**config.mk**
```make
export PLATFORM = sky130hd
export DESIGN_NAME = branch_predictor_bht
export DESIGN_NICKNAME = d
export VERILOG_FILES = /design/src/rtl/branch_predictor_bht.sv
export SDC_FILE = /design/constraint.sdc
export NUM_CORES = 1
export LEC_CHECK = 0
export BUFFER_PORTS_ARGS = -buffer_cell sky130_fd_sc_hd__buf_2
export CORE_UTILIZATION = 45
export DETAILED_ROUTE_END_ITERATION = 7
export PLACE_DENSITY = 0.65
export SLEW_MARGIN = 0
export SYNTH_ARGS = -nofsm -noshare
export SYNTH_HDL_FRONTEND = slang
export SYNTH_SLANG_ARGS = --single-unit
```
**constraint.sdc**
```tcl
create_clock -name clk_i -period 4.25 [get_ports clk_i]
set_input_delay 0.85 -clock clk_i [delete_from_list [all_inputs] [get_ports clk_i]]
set_output_delay 0.85 -clock clk_i [all_outputs]
set_load 0.01 [all_outputs]
```
**src/rtl/branch_predictor_bht.sv**
```systemverilog
// branch_predictor_bht
//
// Branch history table of 2-bit saturating counters for the fetch stage.
// The read path is combinational from fetch_pc_i. The execute stage writes
// back one resolved outcome per cycle. All table state is gated by the
// pipeline stall enable.
//
// Optional feature macro: BHT_BYPASS_EN
//   defined   - a same-cycle update to the entry being read is forwarded to
//               predict_state_o / predict_taken_o.
//   undefined - the read path shows the pre-update table value.
//   Table contents are identical in both builds.
//
// Ports:
//   clk_i            clock, all state updates on the rising edge
//   rst_i            synchronous active-high reset, sets every entry to 01
//   enable_i         stall gate; low freezes the table and ignores updates
//   fetch_pc_i       PC of the instruction being fetched
//   predict_taken_o  predicted direction (predict_state_o[1])
//   predict_state_o  raw 2-bit counter for fetch_pc_i, feeds the IF/ID register
//   update_valid_i   execute stage has a resolved conditional branch
//   update_pc_i      PC of the resolved branch
//   update_taken_i   resolved direction, 1 = taken
//
// Counter encoding: 00 strong NT, 01 weak NT, 10 weak T, 11 strong T.

module branch_predictor_bht #(
    parameter int unsigned IDX_W = 4,
    parameter int unsigned PC_W  = 16
) (
    input  logic            clk_i,
    input  logic            rst_i,
    input  logic            enable_i,
    input  logic [PC_W-1:0] fetch_pc_i,
    output logic            predict_taken_o,
    output logic [1:0]      predict_state_o,
    input  logic            update_valid_i,
    input  logic [PC_W-1:0] update_pc_i,
    input  logic            update_taken_i
);

    localparam int unsigned Entries = 1 << IDX_W;

    logic [1:0]       bht_q [Entries];
    logic [IDX_W-1:0] fetch_idx;
    logic [IDX_W-1:0] upd_idx;
    logic [1:0]       upd_cur;
    logic [1:0]       upd_cnt_d;
    logic             upd_en;

    // Instructions are 2-byte aligned, so PC bit 0 carries no information.
    assign fetch_idx = fetch_pc_i[IDX_W:1];
    assign upd_idx   = update_pc_i[IDX_W:1];
    assign upd_en    = update_valid_i && enable_i;
    assign upd_cur   = bht_q[upd_idx];

    // Saturating next value for the entry being updated; no wrap-around.
    always_comb begin
        upd_cnt_d = upd_cur;
        if (update_taken_i) begin
            if (upd_cur != 2'b11) begin
                upd_cnt_d = upd_cur + 2'd1;
            end
        end else begin
            if (upd_cur != 2'b00) begin
                upd_cnt_d = upd_cur - 2'd1;
            end
        end
    end

    always_ff @(posedge clk_i) begin
        if (rst_i) begin
            for (int i = 0; i < Entries; i++) begin
                bht_q[i] <= 2'b01;
            end
        end else if (upd_en) begin
            bht_q[upd_idx] <= upd_cnt_d;
        end
    end

    always_comb begin
        predict_state_o = bht_q[fetch_idx];
`ifdef BHT_BYPASS_EN
        // Forward the in-flight update so fetch sees the trained value now.
        if (upd_en && (fetch_idx == upd_idx)) begin
            predict_state_o = upd_cnt_d;
        end
`else
`endif
        predict_taken_o = predict_state_o[1];
    end

endmodule

```
## Word-level counts from Yosys, hierarchy flattened

Memories as Yosys holds them, arrays and structs flattened.
Cells that the tools add are included.

| cells by class | value |
|---|---|
| reduce and logical (&&, ||, !) cells | 3 |
| muxes and demuxes | 11 |
| add/subtract/negate cells | 2 |
| eq/ne operators | 1 |

Operators by type and width:

| cell | count |
|---|---|
| $mux W2 | 4 |
| $mux W1 | 6 |
| $mux W4 | 1 |
| $add A2 B1 Y2 const B | 1 |
| $ne A2 B2 Y1 const B | 1 |
| $reduce_bool A2 Y1 | 1 |
| $reduce_or A2 Y1 | 1 |
| $sub A2 B1 Y2 const B | 1 |
| $logic_and A1 B1 Y1 | 1 |

| word-level totals | value |
|---|---|
| memory bits (writable) | 32 |
| output and inout bits | 3 |
| input port bits | 37 |
| memories kept | 1 |
| register bits after elaboration | 0 |

Memories:

| name | depth | bits a word | rd ports | clocked after memory_dff | write ports | line | text |
|---|---|---|---|---|---|---|---|
| bht_q | 16 | 2 | 2 | 0 | 16 | 44 | `logic [1:0] bht_q [Entries];` |

## Depth between registers and ports, before layout

Gate-level depths: netlist of run 1.

| logic depth | value |
|---|---|
| depth in word-level cells | 6 |
| mapped depth | 7 |
| mapped depth without buffers | 5 |

## Least setup slack after synthesis of run 1

No wires, ideal clock.

| path | value |
|---|---|
| kind | in2out |
| from | in fetch_pc_i[1] |
| to | out predict_state_o[1] |
| setup slack | 0.895 ns |
| cell stages on the path | 4 |
| arrival | 2.505 ns |
| cells stage by stage | clkbuf_1 > mux4_2 > mux4_2 > buf_4 |

| on the way | value |
|---|---|
| longest elaborated chain between the ends | 1 |

RTL lines:

| item | line | text |
|---|---|---|
| start, declared | 34 | `input logic [PC_W-1:0] fetch_pc_i,` |
| $mem_v2 Z16 W2 | -- |  |
| end, declared | 36 | `output logic [1:0] predict_state_o,` |

Every way passes these cells.

## Worst setup path after layout of run 1

Same ends and word-level chain as after synthesis.

==> flow_metrics.env, run 1 <==
export IMPL_hold_viol=0
export IMPL_ys_seq_elements=32
export IMPL_maxSlewHeadroom_pct=57.8
export IMPL_final_core_util_pct=51.3
export IMPL_vdd_drop_max_mv=0.141
export IMPL_gp_congestion=0.827
export IMPL_clk_latency_ns=0.28
export IMPL_drt_pass1_iter_count=4
export IMPL_synth_top_area_share_pct=49.3
export IMPL_worst_hold_path_num_cells=3
export IMPL_synth_largest_area_cell="edfxtp_1"
export IMPL_cts_setup_buffers=0
export IMPL_vias=1275
export IMPL_die_area_sq_um=4600
export IMPL_min_period_ns=3.17
export IMPL_leakage_nw=0.650
export IMPL_critPathCaptureType="primary output"
export IMPL_wire_per_inst_microns=18.9
export IMPL_synth_common_cells="edfxtp_1 (32), nand2_1 (20), mux4_2 (17), nor2_1 (15), nand2b_1 (11)"
export IMPL_rows=23
export IMPL_die_h_microns=67.8
export IMPL_grt_pass1_wl_mm=6.27
export IMPL_cts_tree="done"
export IMPL_largest_register_ffs=32
export IMPL_crit_arrival_ns=2.32
export IMPL_cts_made_buffers=5
export IMPL_dpl_hpwl_mm=2.96
export IMPL_ys_flop_type="edfxtp_1"
export IMPL_routed_wl_mm=4.04
export IMPL_die_x_microns=67.8
export IMPL_multi_input_area_sq_um=905
export IMPL_ctsResizeCount=0
export IMPL_start_util_pct=47.7
export IMPL_synth_edf_count=32
export IMPL_rsz0062_at_grt="false"
export IMPL_crit_path_start_kind="primary input"
export IMPL_crit_type="in -> out"
export IMPL_holdBufCountCts=0
export IMPL_antenna_found_initial=0
export IMPL_reg2regPathDepth=5
export IMPL_timing_fmax_mhz=315
export IMPL_fin_area_sq_um=2090
export IMPL_tns_ns=0
export IMPL_regMostFlops="bht_q"
export IMPL_drv_slew=0
export IMPL_synth_most_common_cell="edfxtp_1"
export IMPL_drive_gt1_share_pct=31.3
export IMPL_area_growth_synth_to_final_pct=7.45
export IMPL_finalPower_w=0.000666
export IMPL_status="finished, final reports clean"
export IMPL_avgSynthCellArea_sq_um=12.8
export IMPL_seqCellArea_sq_um=961
export IMPL_fin_cells=213
export IMPL_tightest_slew_ns=0.632
export IMPL_io_pins=40
export IMPL_root_buffer="clkbuf_8"
export IMPL_min_path_type="in -> reg"
export IMPL_placed_cells=205
export IMPL_skew_ns=0.00496
export IMPL_drt_iter0_markers=65
export IMPL_grt_start_max_net_pins=19
export IMPL_drv_cap=0
export IMPL_ys_types=30
export IMPL_synth_area_sq_um=1950
export IMPL_port_buffers=15
export IMPL_path_clk_slew_ns=0.06
export IMPL_cts_buffer_depth=2
export IMPL_grt_pass1_vias=1270
export IMPL_num_nets_final=199
export IMPL_syn_num_nets=189
export IMPL_grt_usage_pct=20.2
export IMPL_cts_sinks=32
export IMPL_period_share_pct=74.7
export IMPL_htreeDepth=2
export IMPL_ant_nets=0
export IMPL_drc=0
export IMPL_vias_per_cell=5.99
export IMPL_fillCellCount=369
export IMPL_worstPathMaxFanout=8
export IMPL_n_antenna_cell=0
export IMPL_synthCells=152
export IMPL_grt_ovfl_total=0
export IMPL_yosys_warnings=0
export IMPL_ys_seq_area_share_pct=49.3
export IMPL_p_per_area_nw_per_um2=318
export IMPL_placed_area_sq_um=2010
export IMPL_setup_viol=0
export IMPL_async_flop_share_pct=0
export IMPL_yosys_top_cells_area="edfxtp_1 (49%), mux4_2 (20%), nand2_1 (3.9%)"
export IMPL_reg_top3="bht_q: 32 flops"
export IMPL_critPathRequiredTime_ns=3.40
export IMPL_core_area_sq_um=4090
## cells by family after synthesis
group | share of synthesized area [%]
buf+inv | 4.30
mux | 21.0
flops | 49.3
compound gates | 1.67
fa+ha+maj | 1.41
simple gates | 22.3
## power by group
part	switching [W]	internal [W]	leakage, nW
clock	0.000104	0.000114	0.0399
sequential	0.00000361	0.000354	0.278
combinational	0.0000534	0.0000375	0.333
total	0.000161	0.000505	0.650
## stage by stage
step                setup slack, ns  hold slack (ns)
floorplan                     0.895             1.04
global placement               1.09             1.26
detailed placement             1.06             1.28
CTS                            1.06            0.987
global route                   1.01             1.03
finish                         1.08             1.01
## cells in the final DEF, fill, tap and decap left out, types with 2 or more instances in the layout
cell	Yosys	routed
nor2b_1	3	3
nor2_1	15	15
nand3_2	3	3
maj3_4	2	2
nand2b_1	11	11
clkbuf_8	0	5
mux4_2	17	17
or2_2	6	6
nand2_1	20	20
nor3_1	6	6
clkbuf_1	8	2
edfxtp_1	32	32
a21o_1	2	2
a22o_1	2	2
nand3_1	8	8
buf_2	1	15
## final timing paths
| kind | from | endpoint | slack [ns] |
|---|---|---|---|
| setup reg to reg | bht_q[8][1] | bht_q[1][0] | 2.24 |
| setup / recovery | fetch_pc_i[1] | predict_state_o[1] | 1.08 |
| hold / removal | update_pc_i[4] | bht_q[0][0] | 1.01 |
| hold reg to reg | bht_q[11][0] | bht_q[13][0] | 1.30 |
## cell type report
type                    instances  area share, %
well taps                      50           2.99
multi-input cells             106           43.2
flip-flops and latches         32           45.9
inverters                       1          0.179
repair buffers                 16           3.94
clock buffers                   7           3.64
clock inverters                 1          0.179
## per-layer routing
| metal | share of wire [%] | vias to the layer above | track usage, % | wire length, microns |
|---|---|---|---|---|
| li1 | - | 594 | - | - |
| met5 | 0 | - | 0 | 0 |
| met2 | 53 | 51 | 36.1 | 2130 |
| met1 | 37 | 620 | 22.4 | 1500 |
| met4 | 2.5 | 0 | 9.64 | 101 |
| met3 | 7.3 | 10 | 5.00 | 296 |
## worst max-delay path, stage by stage
cell and delay (ns):
buf_2 0.26, mux4_2 0.58, mux4_2 0.47, buf_2 0.15
Power figures use the tool's default switching activity.
==> run 2, diff against run 1 <==
--- a/config.mk
+++ b/config.mk
@@ -8,7 +8,7 @@
 export BUFFER_PORTS_ARGS = -buffer_cell sky130_fd_sc_hd__buf_2
 export CORE_UTILIZATION = 45
 export DETAILED_ROUTE_END_ITERATION = 7
-export PLACE_DENSITY = 0.65
+export PLACE_DENSITY = 0.67
 export SLEW_MARGIN = 0
 export SYNTH_ARGS = -nofsm -noshare
 export SYNTH_HDL_FRONTEND = slang
==> constraint.sdc (replaced) <==
create_clock -name clk_i -period 2.7 [get_ports clk_i]
set_input_delay 0.54 -clock clk_i [delete_from_list [all_inputs] [get_ports clk_i]]
set_output_delay 0.54 -clock clk_i [all_outputs]
set_load 0.01 [all_outputs]
==> flow_metrics.env, run 2 (synthesized netlist as in run 1, its figures left out) <==
export IMPL_routed_wl_mm=3.89
export IMPL_min_period_ns=2.54
export IMPL_htreeDepth=2
export IMPL_crit_family="multiplexers"
export IMPL_ctsResizeCount=0
export IMPL_skew_ns=0.00423
export IMPL_drv_cap=0
export IMPL_start_util_pct=47.7
export IMPL_layout_common_cells="edfxtp_1 (32), nand2_1 (20), mux4_2 (17), nor2_1 (15), buf_2 (15)"
export IMPL_cts_setup_buffers=0
export IMPL_hold_viol=0
export IMPL_status="finished, final reports clean"
export IMPL_antenna_found_initial=0
export IMPL_regMostFlops="bht_q"
export IMPL_num_nets_final=202
export IMPL_setup_viol=0
export IMPL_root_buffer="clkbuf_8"
export IMPL_crit_arrival_ns=2.00
export IMPL_io_pins=40
export IMPL_period_share_pct=94.2
export IMPL_slowest_stage="mux4_2"
export IMPL_clk_latency_ns=0.28
export IMPL_gp_congestion=0.825
export IMPL_holdBufCountCts=0
export IMPL_crit_path_start_kind="primary input"
export IMPL_port_buffers=15
export IMPL_tightest_slew_ns=0.564
export IMPL_rsz0062_at_grt="false"
export IMPL_n_antenna_cell=0
export IMPL_vias_per_cell=5.89
export IMPL_drv_slew=0
export IMPL_p_per_area_nw_per_um2=485
export IMPL_cts_made_buffers=5
export IMPL_drc=0
export IMPL_drt_iter0_markers=59
export IMPL_wire_per_inst_microns=18.2
export IMPL_grt_pass1_wl_mm=5.89
export IMPL_critical_path_max_stage_delay_ns=0.56
export IMPL_core_area_sq_um=4090
export IMPL_worstPathMaxFanout=8
export IMPL_rows=23
export IMPL_dpl_hpwl_mm=2.85
export IMPL_min_path_type="in -> reg"
export IMPL_die_area_sq_um=4600
export IMPL_fillCellCount=371
export IMPL_vdd_drop_max_mv=0.177
export IMPL_fin_area_sq_um=2110
export IMPL_area_growth_synth_to_final_pct=8.02
export IMPL_crit_type="in -> out"
export IMPL_ant_nets=0
export IMPL_grt_pass1_vias=1243
export IMPL_cts_buffer_depth=2
export IMPL_critPathRequiredTime_ns=2.16
export IMPL_hold_slack_ns=0.676
export IMPL_path_clk_slew_ns=0.06
export IMPL_grt_usage_pct=19.0
export IMPL_drt_pass1_iter_count=4
export IMPL_maxSlewHeadroom_pct=62.3
export IMPL_drive_gt1_share_pct=33.1
export IMPL_path_buf_inv=2
export IMPL_tns_ns=0
export IMPL_cts_sinks=32
export IMPL_leakage_nw=0.661
export IMPL_timing_fmax_mhz=393
export IMPL_reg_top3="bht_q: 32 flops"
export IMPL_cts_tree="done"
export IMPL_cp_cell_sequence="buf_2 > mux4_2 > mux4_2 > buf_2"
export IMPL_vias=1255
export IMPL_critPathCaptureType="primary output"
export IMPL_die_x_microns=67.8
export IMPL_grt_ovfl_total=0
export IMPL_grt_start_max_net_pins=19
export IMPL_placed_area_sq_um=2040
export IMPL_largest_register_ffs=32
export IMPL_final_common_cell="edfxtp_1"
export IMPL_die_h_microns=67.8
## run 2: cell count changes in the layout (fill, tap and decap cells not counted), sizes merged
cell and change:
buf +3, clkbuf -2, clkinv -1
## run 2: where the power goes
part | internal (W) | total (W) | switching, W
logic | 0.0000618 | 0.000146 | 0.0000839
registers | 0.000557 | 0.000562 | 0.00000522
clock network | 0.000165 | 0.000314 | 0.000149
total | 0.000784 | 0.00102 | 0.000238
## run 2: path summary, 6_finish.rpt
path | start | endpoint | slack, ns | cells after the start
worst max register to register | bht_q[3][1] | bht_q[15][0] | 0.70 | 5
worst min-delay path | update_pc_i[4] | bht_q[0][0] | 0.68 | 3
worst min register to register | bht_q[10][0] | bht_q[0][0] | 1.29 | 5
worst max-delay path | fetch_pc_i[1] | predict_state_o[1] | 0.16 | 4
## run 2: layout make-up
| class | instances | area [sq um] | area share [%] |
|---|---|---|---|
| Multi-Input combinational cell | 106 | 905 | 43.0 |
| Tap cell | 50 | 62.6 | 2.97 |
| Sequential cell | 32 | 961 | 45.6 |
| Timing Repair Buffer | 19 | 105 | 4.99 |
| Clock buffer | 5 | 68.8 | 3.27 |
| Inverter | 1 | 3.75 | 0.178 |
## run 2: stage by stage
stage	instances	utilization (%)	worst slack, ns	power, W
floorplan	152	-	0.172	0.000687
global placement	208	49.8	0.169	0.000712
detailed placement	208	49.8	0.138	0.000718
CTS	213	51.5	0.138	0.00103
global route	213	51.5	0.0916	0.00105
finish	213	51.5	0.157	0.00102
## run 2: tightest hold or removal path, cell delays in order
cell and delay (ns):
buf_2 0.16, nor3_1 0.09, nand2_1 0.06
## run 2: metal layers
layer	routed length [microns]	share of wire [%]	vias to the layer above	global-route usage, %
li1	-	-	593	-
met1	1570	40	627	20.2
met2	2070	53	30	34.4
met3	173	4.5	5	4.50
met4	65	1.7	0	10.4
met5	0	0	-	0
